==> config.mk <==
export PLATFORM = sky130hd
export DESIGN_NAME = fpga_rst_seq_flat
export DESIGN_NICKNAME = d
export VERILOG_FILES = /design/src/rtl/fpga_rst_seq_if.sv /design/src/rtl/fpga_rst_seq.sv /design/src/flat_wrapper.sv
export SDC_FILE = /design/constraint.sdc
export NUM_CORES = 1
export LEC_CHECK = 0
export BUFFER_PORTS_ARGS = -buffer_cell sky130_fd_sc_hd__buf_4
export CORE_MARGIN = 3
export CORE_UTILIZATION = 40
export DETAILED_ROUTE_END_ITERATION = 12
export GPL_ROUTABILITY_DRIVEN = 0
export MAX_ROUTING_LAYER = met4
export SLEW_MARGIN = 20
export SYNTH_ARGS = -nofsm -noshare
export SYNTH_HDL_FRONTEND = slang
export SYNTH_SLANG_ARGS = --single-unit
==> constraint.sdc <==
create_clock -name clk_i -period 2.75 [get_ports clk_i]
set_clock_uncertainty 0.2 [all_clocks]
set_input_delay 0.55 -clock clk_i [delete_from_list [all_inputs] [get_ports clk_i]]
set_output_delay 0.55 -clock clk_i [all_outputs]
set_load 0.05 [all_outputs]
==> src/rtl/fpga_rst_seq_if.sv <==
// rtl/fpga_rst_seq_if.sv - pad-side signal bundle of the board reset sequencer
//
// Groups the three asynchronous reset sources and the sequenced outputs.
//   io_rst_ni     raw push-button pad, active-low, bouncy
//   pll_locked_i  PLL lock indication, asynchronous to the sequencer clock
//   jtag_srst_ni  JTAG system reset request, active-low
//   rst_no        sequenced core reset, active-low, registered
//   running_o     high while the sequencer is in RUN
//   rst_cause_o   sticky {jtag, pll, button} cause (FPGA_RST_SEQ_CAUSE_EN only)
// Modports: master = board/pad side, slave = sequencer.

interface fpga_rst_seq_if;
    logic       io_rst_ni;
    logic       pll_locked_i;
    logic       jtag_srst_ni;
    logic       rst_no;
    logic       running_o;
`ifdef FPGA_RST_SEQ_CAUSE_EN
    logic [2:0] rst_cause_o;
`endif

`ifdef FPGA_RST_SEQ_CAUSE_EN
    modport master (
        output io_rst_ni, pll_locked_i, jtag_srst_ni,
        input  rst_no, running_o, rst_cause_o
    );
    modport slave (
        input  io_rst_ni, pll_locked_i, jtag_srst_ni,
        output rst_no, running_o, rst_cause_o
    );
`else
    modport master (
        output io_rst_ni, pll_locked_i, jtag_srst_ni,
        input  rst_no, running_o
    );
    modport slave (
        input  io_rst_ni, pll_locked_i, jtag_srst_ni,
        output rst_no, running_o
    );
`endif
endinterface

==> src/rtl/fpga_rst_seq.sv <==
// rtl/fpga_rst_seq.sv - board reset sequencer: sync, debounce, stretch, sticky cause
//
// Ports:
//   clk_i  free-running board clock (independent of the PLL)
//   rst_i  asynchronous active-high reset
//   pads   fpga_rst_seq_if.slave: io_rst_ni, pll_locked_i, jtag_srst_ni in;
//          rst_no, running_o (and rst_cause_o) out
// Optional feature macro: FPGA_RST_SEQ_CAUSE_EN adds the sticky reset-cause
// register rst_cause_o = {jtag, pll, button}, loaded on every RUN->WAIT exit.

module fpga_rst_seq #(
    parameter int SyncStages     = 2,
    parameter int DebounceCycles = 10000,
    parameter int StretchCycles  = 64,
    parameter int CntW           = 16
) (
    input  logic          clk_i,
    input  logic          rst_i,
    fpga_rst_seq_if.slave pads
);

    typedef enum logic [1:0] {
        ST_WAIT    = 2'd0,
        ST_STRETCH = 2'd1,
        ST_RUN     = 2'd2
    } state_t;

    logic [SyncStages-1:0] btn_sync_q;
    logic [SyncStages-1:0] pll_sync_q;
    logic [SyncStages-1:0] jtag_sync_q;
    logic                  btn_sync;
    logic                  pll_sync;
    logic                  jtag_sync;

    logic                  btn_deb_q;
    logic [CntW-1:0]       deb_cnt_q;

    state_t                state_q;
    state_t                state_next;
    logic [CntW-1:0]       stretch_cnt_q;
    logic [CntW-1:0]       stretch_cnt_next;
    logic                  src_ok;
    logic                  rst_n_q;
    logic                  running_q;

    // Synchronizer chains; the MSB is the synchronized value.
    always_ff @(posedge clk_i or posedge rst_i) begin
        if (rst_i) begin
            btn_sync_q  <= '0;
            pll_sync_q  <= '0;
            jtag_sync_q <= '0;
        end else begin
            btn_sync_q  <= {btn_sync_q[SyncStages-2:0],  pads.io_rst_ni};
            pll_sync_q  <= {pll_sync_q[SyncStages-2:0],  pads.pll_locked_i};
            jtag_sync_q <= {jtag_sync_q[SyncStages-2:0], pads.jtag_srst_ni};
        end
    end

    assign btn_sync  = btn_sync_q[SyncStages-1];
    assign pll_sync  = pll_sync_q[SyncStages-1];
    assign jtag_sync = jtag_sync_q[SyncStages-1];

    // Button debounce: the DebounceCycles-th consecutive differing sample
    // flips the debounced level, so a held level lands exactly DebounceCycles
    // cycles after it leaves the synchronizer.
    always_ff @(posedge clk_i or posedge rst_i) begin
        if (rst_i) begin
            btn_deb_q <= 1'b0;
            deb_cnt_q <= '0;
        end else if (btn_sync == btn_deb_q) begin
            deb_cnt_q <= '0;
        end else if (deb_cnt_q == CntW'(DebounceCycles - 1)) begin
            btn_deb_q <= btn_sync;
            deb_cnt_q <= '0;
        end else begin
            deb_cnt_q <= deb_cnt_q + 1'b1;
        end
    end

    // PLL lock and JTAG request are taken undebounced: one low sample counts.
    assign src_ok = btn_deb_q & pll_sync & jtag_sync;

    always_comb begin
        state_next       = state_q;
        stretch_cnt_next = '0;
        case (state_q)
            ST_WAIT: begin
                if (src_ok) begin
                    state_next = ST_STRETCH;
                end
            end
            ST_STRETCH: begin
                // A source dropping on the final stretch cycle wins over RUN.
                if (!src_ok) begin
                    state_next = ST_WAIT;
                end else if (stretch_cnt_q == CntW'(StretchCycles - 1)) begin
                    state_next = ST_RUN;
                end else begin
                    stretch_cnt_next = stretch_cnt_q + 1'b1;
                end
            end
            ST_RUN: begin
                if (!src_ok) begin
                    state_next = ST_WAIT;
                end
            end
            default: begin
                state_next = ST_WAIT;
            end
        endcase
    end

    // Outputs are registered from the next state so rst_no is glitch-free
    // and high exactly on cycles where the state register holds RUN.
    always_ff @(posedge clk_i or posedge rst_i) begin
        if (rst_i) begin
            state_q       <= ST_WAIT;
            stretch_cnt_q <= '0;
            rst_n_q       <= 1'b0;
            running_q     <= 1'b0;
        end else begin
            state_q       <= state_next;
            stretch_cnt_q <= stretch_cnt_next;
            rst_n_q       <= (state_next == ST_RUN);
            running_q     <= (state_next == ST_RUN);
        end
    end

    assign pads.rst_no    = rst_n_q;
    assign pads.running_o = running_q;

`ifdef FPGA_RST_SEQ_CAUSE_EN
    logic [2:0] cause_q;

    // Only a RUN exit records a cause; aborted stretches leave it untouched.
    always_ff @(posedge clk_i or posedge rst_i) begin
        if (rst_i) begin
            cause_q <= 3'b000;
        end else if (state_q == ST_RUN && state_next == ST_WAIT) begin
            cause_q <= {~jtag_sync, ~pll_sync, ~btn_deb_q};
        end
    end

    assign pads.rst_cause_o = cause_q;
`endif

endmodule

==> src/flat_wrapper.sv <==
// flat-port wrapper written by rule: the top's interface ports become plain ports
module fpga_rst_seq_flat 
#(
    parameter int SyncStages     = 2,
    parameter int DebounceCycles = 10000,
    parameter int StretchCycles  = 64,
    parameter int CntW           = 16
)
  (clk_i, rst_i, pads_io_rst_ni, pads_pll_locked_i, pads_jtag_srst_ni, pads_rst_no, pads_running_o);
  fpga_rst_seq_if pads_i ();
  input  logic clk_i;
  input  logic rst_i;
  input wire logic [$bits(pads_i.io_rst_ni)-1:0] pads_io_rst_ni;
  input wire logic [$bits(pads_i.pll_locked_i)-1:0] pads_pll_locked_i;
  input wire logic [$bits(pads_i.jtag_srst_ni)-1:0] pads_jtag_srst_ni;
  output wire logic [$bits(pads_i.rst_no)-1:0] pads_rst_no;
  output wire logic [$bits(pads_i.running_o)-1:0] pads_running_o;
  assign pads_i.io_rst_ni = pads_io_rst_ni;
  assign pads_i.pll_locked_i = pads_pll_locked_i;
  assign pads_i.jtag_srst_ni = pads_jtag_srst_ni;
  assign pads_rst_no = pads_i.rst_no;
  assign pads_running_o = pads_i.running_o;
  fpga_rst_seq #(.SyncStages(SyncStages), .DebounceCycles(DebounceCycles), .StretchCycles(StretchCycles), .CntW(CntW)) u_core (.clk_i(clk_i), .rst_i(rst_i), .pads(pads_i));
endmodule
**Word-level counts from Yosys, hierarchy flattened**

Cells that the tools add are included.

- Flip-flop bits (word level): 42
- Logic and storage cells: 31

- Add/sub/neg operators: 2
- Equal/unequal tests: 6
- Multiplexer cells: 10
- Bitwise gates (word level): 3
- Reduce and logical (&&, ||, !) cells: 2

Operators by type and width:

| operator | number |
|---|---|
| 16-bit two-way mux | 5 |
| 16-bit by 1-bit adder with 16-bit output (second input constant) | 2 |
| 16-bit by 14-bit == test with 1-bit output (second input constant) | 1 |
| 16-bit by 6-bit == test with 1-bit output (second input constant) | 1 |
| 2-bit two-way mux | 4 |
| 2-bit one-hot mux with 3 select lines | 1 |
| 2-bit == test (second input constant) | 2 |
| 1-bit bitwise AND | 2 |
| 2-bit by 1-bit == test with 1-bit output (second input constant) | 1 |
| 2-bit logical NOT | 1 |
| 2-bit AND reduction | 1 |
| 1-bit == test | 1 |
| 1-bit NOT | 1 |

**Depth between registers and ports, before layout**

Gate-level depths: netlist (run 1).

- Depth in word-level cells: 5
- Mapped depth: 6

**Least setup slack after synthesis (run 1)**

OpenSTA, ideal clock, no wires.

- Path kind: reg2reg
- Start point: reg u_core.stretch_cnt_q[6]
- End point: reg u_core.stretch_cnt_q[11]
- Setup time: 0.119 ns
- Arrival: 1.805 ns
- Setup slack: 0.627 ns
- Stages on the path, launching flop included: 6
- Period minus slack after synthesis: 2.123 ns
- Path through: dfrtp_1 or4_4 or4_4 o21bai_4 buf_6 nor2_1

- Longest elaborated chain between the ends: 4
- Elaborated cells on any way between the ends: 5
- Those cells by class: add/sub (1); eq/ne (1); mux (3)

Ends and longest elaborated chain:

| what | line | source |
|---|---|---|
| start, declared | fpga_rst_seq.sv:40 | `logic [CntW-1:0] stretch_cnt_q;` |
| start signal, assigned | fpga_rst_seq.sv:123 | `stretch_cnt_q <= stretch_cnt_next;` |
| 16-bit by 1-bit adder with 16-bit output / 16-bit by 6-bit == test with 1-bit output (equally long branches) | fpga_rst_seq.sv:99, fpga_rst_seq.sv:96 |  |
| 16-bit two-way mux * | fpga_rst_seq.sv:96 | `end else if (stretch_cnt_q == CntW'(StretchCycles - 1)) begin` |
| 16-bit two-way mux * | fpga_rst_seq.sv:94 | `if (!src_ok) begin` |
| 16-bit two-way mux * | fpga_rst_seq.sv:86 | `case (state_q)` |
| via u_core.stretch_cnt_next[11] | fpga_rst_seq.sv:41 | `logic [CntW-1:0] stretch_cnt_next;` |

Mark *: on every way through the listed nets, which the timed path passes. The rest lies on a longest branch.
A chain may end at the register's enable or synchronous reset.

**Worst setup path after layout (run 1)**

- Start point: reg u_core.stretch_cnt_q[6]
- End point: reg u_core.stretch_cnt_q[7]

The elaborated chain is that of the path after synthesis.

==> flow_metrics.py, run 1 <==
metrics = {
    "yosys": {
        "synth-edff-count": 0,
        "synthFlopType": "dfrtp_1",
        "synth_cell_type_count": 29,
        "syn_area_sq_mm": 0.001934,
        "synth.largest_area_cell": "dfrtp_1",
        "netlist.area_leader.share": 0.5433,
        "yosysWarnings": 0,
        "seq_area_frac_synth": 0.5433,
        "yosysMostFrequentCell": "dfrtp_1",
        "synth_top_cells_by_count": "dfrtp_1 (42), nor2_1 (36), xnor2_1 (19)",
        "synthTopCellsByArea": "dfrtp_1 (54%), xnor2_1 (8.6%), nor2_1 (7.0%)",
        "synth-async-reset-ratio": 1.000,
        "syn_nets": 195,
        "synth_cells": 188,
        "syn_area_per_cell_sq_um": 10.29,
        "synth-seq-cells": 42,
    },
    "floorplan": {
        "start_util": 0.4294,
        "die_y_microns": 75.54,
        "ios": 7,
        "coreArea_sq_mm": 0.004504,
        "dieArea_sq_mm": 0.005706,
        "die_w_microns": 75.54,
        "rows": 24,
    },
    "worst_setup_path": {
        "crit_path_frequent_cell": "or4_4",
        "slowest_stage": "or4_4",
        "ff2ff_setup_slack_ns": 0.47,
        "cp.required_ns": 2.71,
        "crit_type": "flip-flop to flip-flop",
        "arrival_ns": 2.25,
        "path_cells": "or4_4 > or4_4 > o21bai_4 > nor2_1",
        "cp_max_fo": 16,
        "setup.worst_path.end_class": "flip-flop",
        "cp_slowest_stage_delay_ns": 0.54,
        "critPathLaunchType": "flip-flop",
    },
    "run": {
        "drv_cap": 0,
    },
    "global_routing": {
        "met3_usage": 0.03694,
        "antenna_found_initial": 0,
        "busiest_layer": "met2",
        "grt_start_max_net_pins": 43,
        "met2_usage": 0.2272,
        "grt_pass1_vias": 1358,
        "grt_pass1_wl_mm": 5.775,
        "overflow": 0,
        "track_usage": 0.1377,
        "use_met1": 0.1537,
    },
    "sta": {
        "min_period_ns": 2.282,
        "tightest_slew_ns": 0.5184,
        "max_freq_mhz": 438.1,
        "finalCritPeriodShare": 0.8300,
        "setup_viol": 0,
        "hold_viol": 0,
        "slew_headroom": 0.6544,
        "slew_viol_final": 0,
        "rsz0062_at_grt": "no",
        "tns_ns": 0,
        "setup_slack_ns": 0.4675,
    },
    "layout": {
        "final_nets": 205,
        "stdcell_count": 251,
        "drive_above_1_share": 0.1106,
        "fillCellCount": 424,
        "area_growth_syn_to_layout_pct": 10.48,
        "antenna_cells": 0,
    },
    "clock_network": {
        "numCtsBuffers": 5,
        "cts_tree": "built",
        "clk_latency_ns": 0.29,
        "cts_resized": 0,
        "clk_pin_slew_ns": 0.08,
        "cts_max_level": 2,
        "clk_path_buf_depth": 2,
        "cts_hold_buffers": 0,
        "post_cts_buffers": 0,
        "root_buffer": "clkbuf_8",
        "clock_sinks": 42,
    },
    "placement": {
        "place_ws_ns": 0.4770,
        "port_buffers": 6,
        "dp.cells": 243,
        "place_hpwl_mm": 2.318,
    },
    "pwr": {
        "p_leak_uw": 0.0008499,
        "ir_drop_uv": 286.0,
        "p_per_area_mw_per_mm2": 530.8,
    },
    "routing": {
        "ant_nets": 0,
        "vias": 1345,
        "drtIter0Drc": 47,
        "totalWireLength_mm": 3.313,
        "firstDrtPassIters": 4,
        "via_per_inst": 5.359,
        "avgRoutedWirePerCell_microns": 13.20,
        "drc": 0,
    },
    "hold_path": {
        "hold_path_class": "flip-flop to flip-flop",
    },
    "outcome": {
        "status": "completed",
    },
}
## final timing paths
check,start,to,cells after the start
hold / removal,u_core.pll_sync_q[0]$_DFF_PP0_,u_core.pll_sync_q[1]$_DFF_PP0_,0
max in group asynchronous,rst_i,u_core.stretch_cnt_q[4]$_DFF_PP0_,3
min in group asynchronous,rst_i,u_core.jtag_sync_q[0]$_DFF_PP0_,3
hold reg to reg,u_core.pll_sync_q[0]$_DFF_PP0_,u_core.pll_sync_q[1]$_DFF_PP0_,0
setup reg to reg,u_core.stretch_cnt_q[6]$_DFF_PP0_,u_core.stretch_cnt_q[7]$_DFF_PP0_,4
setup / recovery,u_core.stretch_cnt_q[6]$_DFF_PP0_,u_core.stretch_cnt_q[7]$_DFF_PP0_,4
## cell type report
type                       count  area (sq um)  area share
sequential                    42          1051      0.4918
tap                           52         65.06     0.03044
timing repair buffer           8         60.06     0.02810
clock buffer                   5         68.82     0.03220
clock inverter                 3         40.04     0.01874
inverter                       9         33.78     0.01581
multi-input combinational    132         818.3      0.3829
## through the flow
step	utilization	area (sq um)	power, uW	hold slack [ns]
floorplan	-	1934	661.5	0.1312
global placement	0.4503	2028	672.0	0.1344
detailed placement	0.4503	2028	673.6	0.1355
CTS	0.4744	2137	1152	0.1529
global route	0.4744	2137	1183	0.1493
finish	0.4744	2137	1134	0.1506
## state kept, by name, summed over array words and instances, names as in the netlist
signal,cells
u_core.btn_sync_q,2
u_core.pll_sync_q,2
u_core.btn_deb_q,1
u_core.state_q,2
u_core.pads.rst_no,1
u_core.stretch_cnt_q,16
u_core.deb_cnt_q,16
u_core.jtag_sync_q,2
## routing by layer
| metal | up-vias | part of all wire |
|---|---|---|
| met5 | - | 0 |
| met4 | 0 | 0.014 |
| met3 | 6 | 0.024 |
| met2 | 13 | 0.52 |
| met1 | 661 | 0.45 |
| li1 | 665 | - |
## report_power, final
part	total [uW]	leakage [uW]	internal [uW]	switching, uW
Combinational	28.7	0.000221	9.71	19.0
Sequential	631	0.000571	625	6.28
Clock	474	0.0000579	267	207
## critical path, delay by kind of cell (launching register included)
family	cells	cell delay, ns
AND/OR/NAND/NOR	3	1.16
flip-flops	1	0.45
AO/OA/AOI/OAI	1	0.35
## cells in the final DEF (no fill, tap or decap), types with 2 or more instances in the layout
master,n
nor2_1,36
a21oi_1,2
nor4_1,7
dfrtp_1,42
or4_1,2
nand2_1,7
ha_1,2
or4_4,2
o21ai_0,3
xor2_1,8
inv_1,9
xnor2_1,19
buf_4,8
nor3_1,7
or3_1,5
nand3_1,14
nand4_1,9
clkbuf_8,5
clkinv_2,2
## cells by family after synthesis
| group | Yosys count | synth area share |
|---|---|---|
| xor+xnor | 27 | 0.1223 |
| mux | 1 | 0.005821 |
| buf+inv | 14 | 0.03363 |
| fa+ha+maj | 2 | 0.01293 |
| simple gates | 93 | 0.2426 |
| flops | 42 | 0.5433 |
| compound gates | 9 | 0.03946 |
No activity file was read; power rests on OpenSTA's default activity.
==> run 2, diff against run 1 <==
- clock period: 2.75 -> 2.06 ns (I/O delays scaled with it)
==> run 2 against run 1 <==
  * The flow now finishes with violations (setup timing)
  * Combinational power up 40%
  * Design area up 5.4%
  * Routed wire length increased by 0.66%
  * Critical path type unchanged
  * Via count grew 2.1%
  * Worst setup slack got worse by 0.50 ns
  * Sequential power increased by 34%
  * Utilization up 2.6 points
  * Maximum frequency is 9.0% higher
  * Total power increased by 31%
==> flow_metrics.py, run 2 (synthesis results as in run 1) <==
metrics = {
    "routing": {
        "avgRoutedWirePerCell_microns": 12.63,
        "drc": 0,
        "vias": 1373,
        "drtIter0Drc": 66,
        "totalWireLength_mm": 3.335,
        "firstDrtPassIters": 4,
        "ant_nets": 0,
        "via_per_inst": 5.201,
    },
    "worst_setup_path": {
        "critPathLaunchType": "flip-flop",
        "r2r_cells": 5,
        "arrival_ns": 2.06,
        "crit_type": "flip-flop to flip-flop",
        "cp_max_fo": 16,
        "path_cells": "or4_4 > or4_4 > o21bai_4 > buf_12 > a21oi_1",
        "setup.worst_path.end_class": "flip-flop",
        "cp_slowest_stage_delay_ns": 0.54,
        "cp.required_ns": 2.03,
        "slowest_stage": "or4_4",
        "crit_path_frequent_cell": "or4_4",
    },
    "layout": {
        "fillCellCount": 404,
        "final_nets": 218,
        "drive_above_1_share": 0.1698,
        "seq_area_sq_mm": 0.001051,
        "final_common_cell": "dfrtp_1",
        "layout_common_cells": "dfrtp_1 (42), nor2_1 (36), buf_4 (20)",
        "multi_input_area_sq_um": 822.0,
        "area_growth_syn_to_layout_pct": 16.43,
        "antenna_cells": 0,
        "top_regs": "u_core.deb_cnt_q x16, u_core.stretch_cnt_q x16",
    },
    "sta": {
        "finalCritPeriodShare": 1.017,
        "setup_viol": 16,
        "slew_viol_final": 0,
        "setup_slack_ns": -0.03424,
        "slew_headroom": 0.6617,
        "rsz0062_at_grt": "yes",
        "tns_ns": -0.3643,
        "tightest_slew_ns": 0.5075,
        "max_freq_mhz": 477.5,
        "min_period_ns": 2.094,
        "hold_viol": 0,
    },
    "clock_network": {
        "numCtsBuffers": 5,
        "cts_tree": "built",
        "clock_sinks": 42,
        "clk_latency_ns": 0.29,
        "post_cts_buffers": 0,
        "clk_path_buf_depth": 2,
        "cts_max_level": 2,
        "root_buffer": "clkbuf_8",
        "cts_resized": 2,
        "cts_hold_buffers": 0,
        "clk_pin_slew_ns": 0.07,
    },
    "placement": {
        "port_buffers": 6,
        "place_hpwl_mm": 2.395,
    },
    "pwr": {
        "total_power_uw": 1489,
        "p_leak_uw": 0.0009218,
        "p_per_area_mw_per_mm2": 661.2,
        "ir_drop_uv": 385.6,
    },
    "floorplan": {
        "rows": 24,
        "dieArea_sq_mm": 0.005706,
        "die_y_microns": 75.54,
        "coreArea_sq_mm": 0.004504,
        "ios": 7,
        "die_w_microns": 75.54,
        "start_util": 0.4294,
    },
    "global_routing": {
        "met3_usage": 0.04090,
        "overflow": 0,
        "track_usage": 0.1432,
        "use_met1": 0.1671,
        "met2_usage": 0.2301,
        "grt_start_max_net_pins": 43,
        "antenna_found_initial": 0,
        "grt_pass1_wl_mm": 6.037,
        "grt_pass1_vias": 1386,
        "busiest_layer": "met2",
    },
    "hold_path": {
        "min_path_cells": 1,
        "hold_path_class": "primary input to flip-flop",
    },
    "outcome": {
        "violations": "setup timing",
        "status": "complete, but fails checks",
    },
    "run": {
        "drv_cap": 0,
    },
}
-- run 2: layout make-up --
type,count,area share
tap,52,0.02889
timing repair buffer,21,0.07556
multi-input combinational,132,0.3650
sequential,42,0.4667
clock buffer,8,0.04889
inverter,9,0.01500
-- run 2: per-layer routing --
| metal | routed length, microns | vias to the layer above |
|---|---|---|
| met1 | 1522 | 657 |
| met5 | 0 | - |
| met2 | 1680 | 17 |
| li1 | - | 695 |
| met4 | 44 | 0 |
| met3 | 88 | 4 |
-- run 2: critical path, delay by kind of cell, from the launching register on --
family                 cells  cell delay [ns]
AOI/OAI and AO/OA          2             0.19
buffers and inverters      1             0.15
DFF                        1             0.38
and+or+nand+nor            2             1.05
-- run 2: per-stage QoR --
step                cells  setup WS (ns)  utilization  cell area (sq um)  hold WS (ns)
CTS                   264       -0.04554       0.5000               2252       0.01753
detailed placement    256       -0.03043       0.4747               2138        0.1364
global placement      256       0.003038       0.4747               2138        0.1319
floorplan             188       -0.05997            -               1934        0.1312
finish                264       -0.03424       0.5000               2252       0.02711
global route          264        -0.1011       0.5000               2252       0.01222
-- run 2: worst paths after layout --
kind                                              startpoint                            endpoint  slack [ns]
max in group asynchronous                              rst_i  u_core.stretch_cnt_q[15]$_DFF_PP0_        1.25
hold / removal                             pads_pll_locked_i      u_core.pll_sync_q[0]$_DFF_PP0_        0.03
setup / recovery           u_core.stretch_cnt_q[9]$_DFF_PP0_  u_core.stretch_cnt_q[15]$_DFF_PP0_       -0.03
hold reg to reg               u_core.pll_sync_q[0]$_DFF_PP0_      u_core.pll_sync_q[1]$_DFF_PP0_        0.15
setup reg to reg           u_core.stretch_cnt_q[9]$_DFF_PP0_  u_core.stretch_cnt_q[15]$_DFF_PP0_       -0.03
min in group asynchronous                              rst_i   u_core.stretch_cnt_q[0]$_DFF_PP0_        0.06
-- run 2: where the power goes --
group	internal [uW]	total [uW]	switching, uW
sequential	834	843	9.03
combinational	14.3	40.2	26.0
clock	338	605	267
==> run 3, diff against run 2 <==
- REMOVE_ABC_BUFFERS: unset -> 1
==> run 3 against run 2 <==
  * The flow still finishes with violations (setup timing)
  * Die area stayed put
  * Combinational power decreased by 5.7%
  * Total power is 6.4% lower
  * Utilization decreased by 0.39 points
  * Final cell count fell by 0.38%
  * Largest cell class unchanged
  * Highest routed layer unchanged
==> flow_metrics.py, run 3 (synthesis results as in run 1) <==
metrics = {
    "routing": {
        "via_per_inst": 5.266,
        "vias": 1385,
        "totalWireLength_mm": 3.479,
        "firstDrtPassIters": 5,
        "ant_nets": 0,
        "drc": 0,
        "avgRoutedWirePerCell_microns": 13.23,
        "drtIter0Drc": 76,
    },
    "floorplan": {
        "start_util": 0.4294,
        "rows": 24,
        "die_y_microns": 75.54,
        "die_w_microns": 75.54,
        "coreArea_sq_mm": 0.004504,
        "ios": 7,
        "dieArea_sq_mm": 0.005706,
    },
    "pwr": {
        "p_sw_uw": 287.3,
        "switching_share": 0.2062,
        "p_per_area_mw_per_mm2": 623.5,
        "ir_drop_uv": 382.9,
        "power_frac_seq": 0.605,
        "p_leak_uw": 0.0009127,
        "p_clk_frac": 0.368,
        "total_power_uw": 1393,
        "p_int_uw": 1106,
        "p_comb_frac": 0.027,
    },
    "hold_path": {
        "hold_path_class": "primary input to flip-flop",
    },
    "run": {
        "drv_cap": 0,
    },
    "sta": {
        "slew_headroom": 0.6566,
        "min_period_ns": 2.115,
        "max_freq_mhz": 472.8,
        "rsz0062_at_grt": "yes",
        "tightest_slew_ns": 0.5150,
        "finalCritPeriodShare": 1.027,
        "hold_viol": 0,
        "setup_slack_ns": -0.05520,
        "slew_viol_final": 0,
        "setup_viol": 16,
    },
    "global_routing": {
        "grt_start_max_net_pins": 43,
        "track_usage": 0.1500,
        "overflow": 0,
        "grt_pass1_wl_mm": 6.382,
        "grt_pass1_vias": 1497,
        "antenna_found_initial": 0,
    },
    "layout": {
        "final_common_cell": "dfrtp_1",
        "layout_common_cells": "dfrtp_1 (42), nor2_1 (35), buf_4 (21)",
        "top_regs": "u_core.deb_cnt_q x16, u_core.stretch_cnt_q x16",
        "drive_above_1_share": 0.1706,
        "antenna_cells": 0,
        "fillCellCount": 420,
        "area_growth_syn_to_layout_pct": 15.52,
        "final_nets": 219,
    },
    "placement": {
        "place_hpwl_mm": 2.479,
        "place_ws_ns": -0.04765,
        "port_buffers": 6,
    },
    "worst_setup_path": {
        "critPathLaunchType": "flip-flop",
        "arrival_ns": 2.07,
        "setup.worst_path.end_class": "flip-flop",
        "cp.required_ns": 2.01,
        "crit_type": "flip-flop to flip-flop",
        "cp_max_fo": 16,
    },
    "clock_network": {
        "cts_max_level": 2,
        "clock_sinks": 42,
        "cts_hold_buffers": 0,
        "clk_pin_slew_ns": 0.08,
        "post_cts_buffers": 0,
        "cts_tree": "built",
        "clk_path_buf_depth": 2,
        "clk_latency_ns": 0.28,
        "root_buffer": "clkbuf_8",
        "numCtsBuffers": 5,
        "cts_resized": 1,
    },
    "outcome": {
        "status": "complete, but fails checks",
        "violations": "setup timing",
    },
}
## run 3: cell types whose count changed in the layout (fill, tap and decap cells not counted)
cell      delta
o21ai_0      +1
buf_4        +1
nor2_2       +1
clkbuf_8     -2
nor2_1       -1
o21ai_1      -1
## run 3: cell type report
| type | count | area [sq um] | area share |
|---|---|---|---|
| Clock buffer | 6 | 82.58 | 0.03695 |
| Inverter | 9 | 33.78 | 0.01512 |
| Multi-Input combinational cell | 132 | 824.5 | 0.3690 |
| Sequential cell | 42 | 1051 | 0.4703 |
| Tap cell | 52 | 65.06 | 0.02912 |
| Timing Repair Buffer | 22 | 177.7 | 0.07951 |
## run 3: layer usage
metal | track usage | wire (microns) | vias up
met5 | - | 0 | -
met4 | 0.05631 | 31 | 0
met3 | 0.03958 | 102 | 4
met2 | 0.2397 | 1743 | 18
met1 | 0.1823 | 1601 | 673
li1 | - | - | 690
## run 3: worst max-delay path, stage by stage (launching register included)
cell and delay (ns):
dfrtp_1 0.38, or4_4 0.54, or4_4 0.51, o21bai_4 0.15, buf_12 0.15, a21oi_1 0.05
## run 3: through the flow
step	utilization	hold WS (ns)	instances	area [sq um]	setup TNS [ns]
after global placement	0.4764	0.1343	257	2146	0
after CTS	0.4956	0.02658	263	2232	-0.6175
after global routing	0.4961	0.02344	263	2235	-1.585
after floorplan	-	0.1312	183	1903	-2.042
final	0.4961	0.03624	263	2235	-0.5490
after detailed placement	0.4764	0.1358	257	2146	-0.4164
## run 3: worst paths after layout
path / from / to / slack, ns / cells after the start
min in group asynchronous: rst_i / u_core.pll_sync_q[1]$_DFF_PP0_ / 0.06 / 3
max in group asynchronous: rst_i / u_core.stretch_cnt_q[4]$_DFF_PP0_ / 1.25 / 3
max: u_core.stretch_cnt_q[9]$_DFF_PP0_ / u_core.stretch_cnt_q[15]$_DFF_PP0_ / -0.06 / 5
max reg2reg: u_core.stretch_cnt_q[9]$_DFF_PP0_ / u_core.stretch_cnt_q[15]$_DFF_PP0_ / -0.06 / 5
min: pads_pll_locked_i / u_core.pll_sync_q[0]$_DFF_PP0_ / 0.04 / 1
min reg2reg: u_core.btn_sync_q[0]$_DFF_PP0_ / u_core.btn_sync_q[1]$_DFF_PP0_ / 0.15 / 0
## run 3: power groups by stage
stage / Clock (uW) / Combinational, uW / Sequential, uW
final: 513 / 37.9 / 843
after detailed placement: 0 / 39.7 / 859
after CTS: 531 / 39.9 / 843
after floorplan: 0 / 24.5 / 857
after global routing: 566 / 45.6 / 844
after global placement: 0 / 38.4 / 859
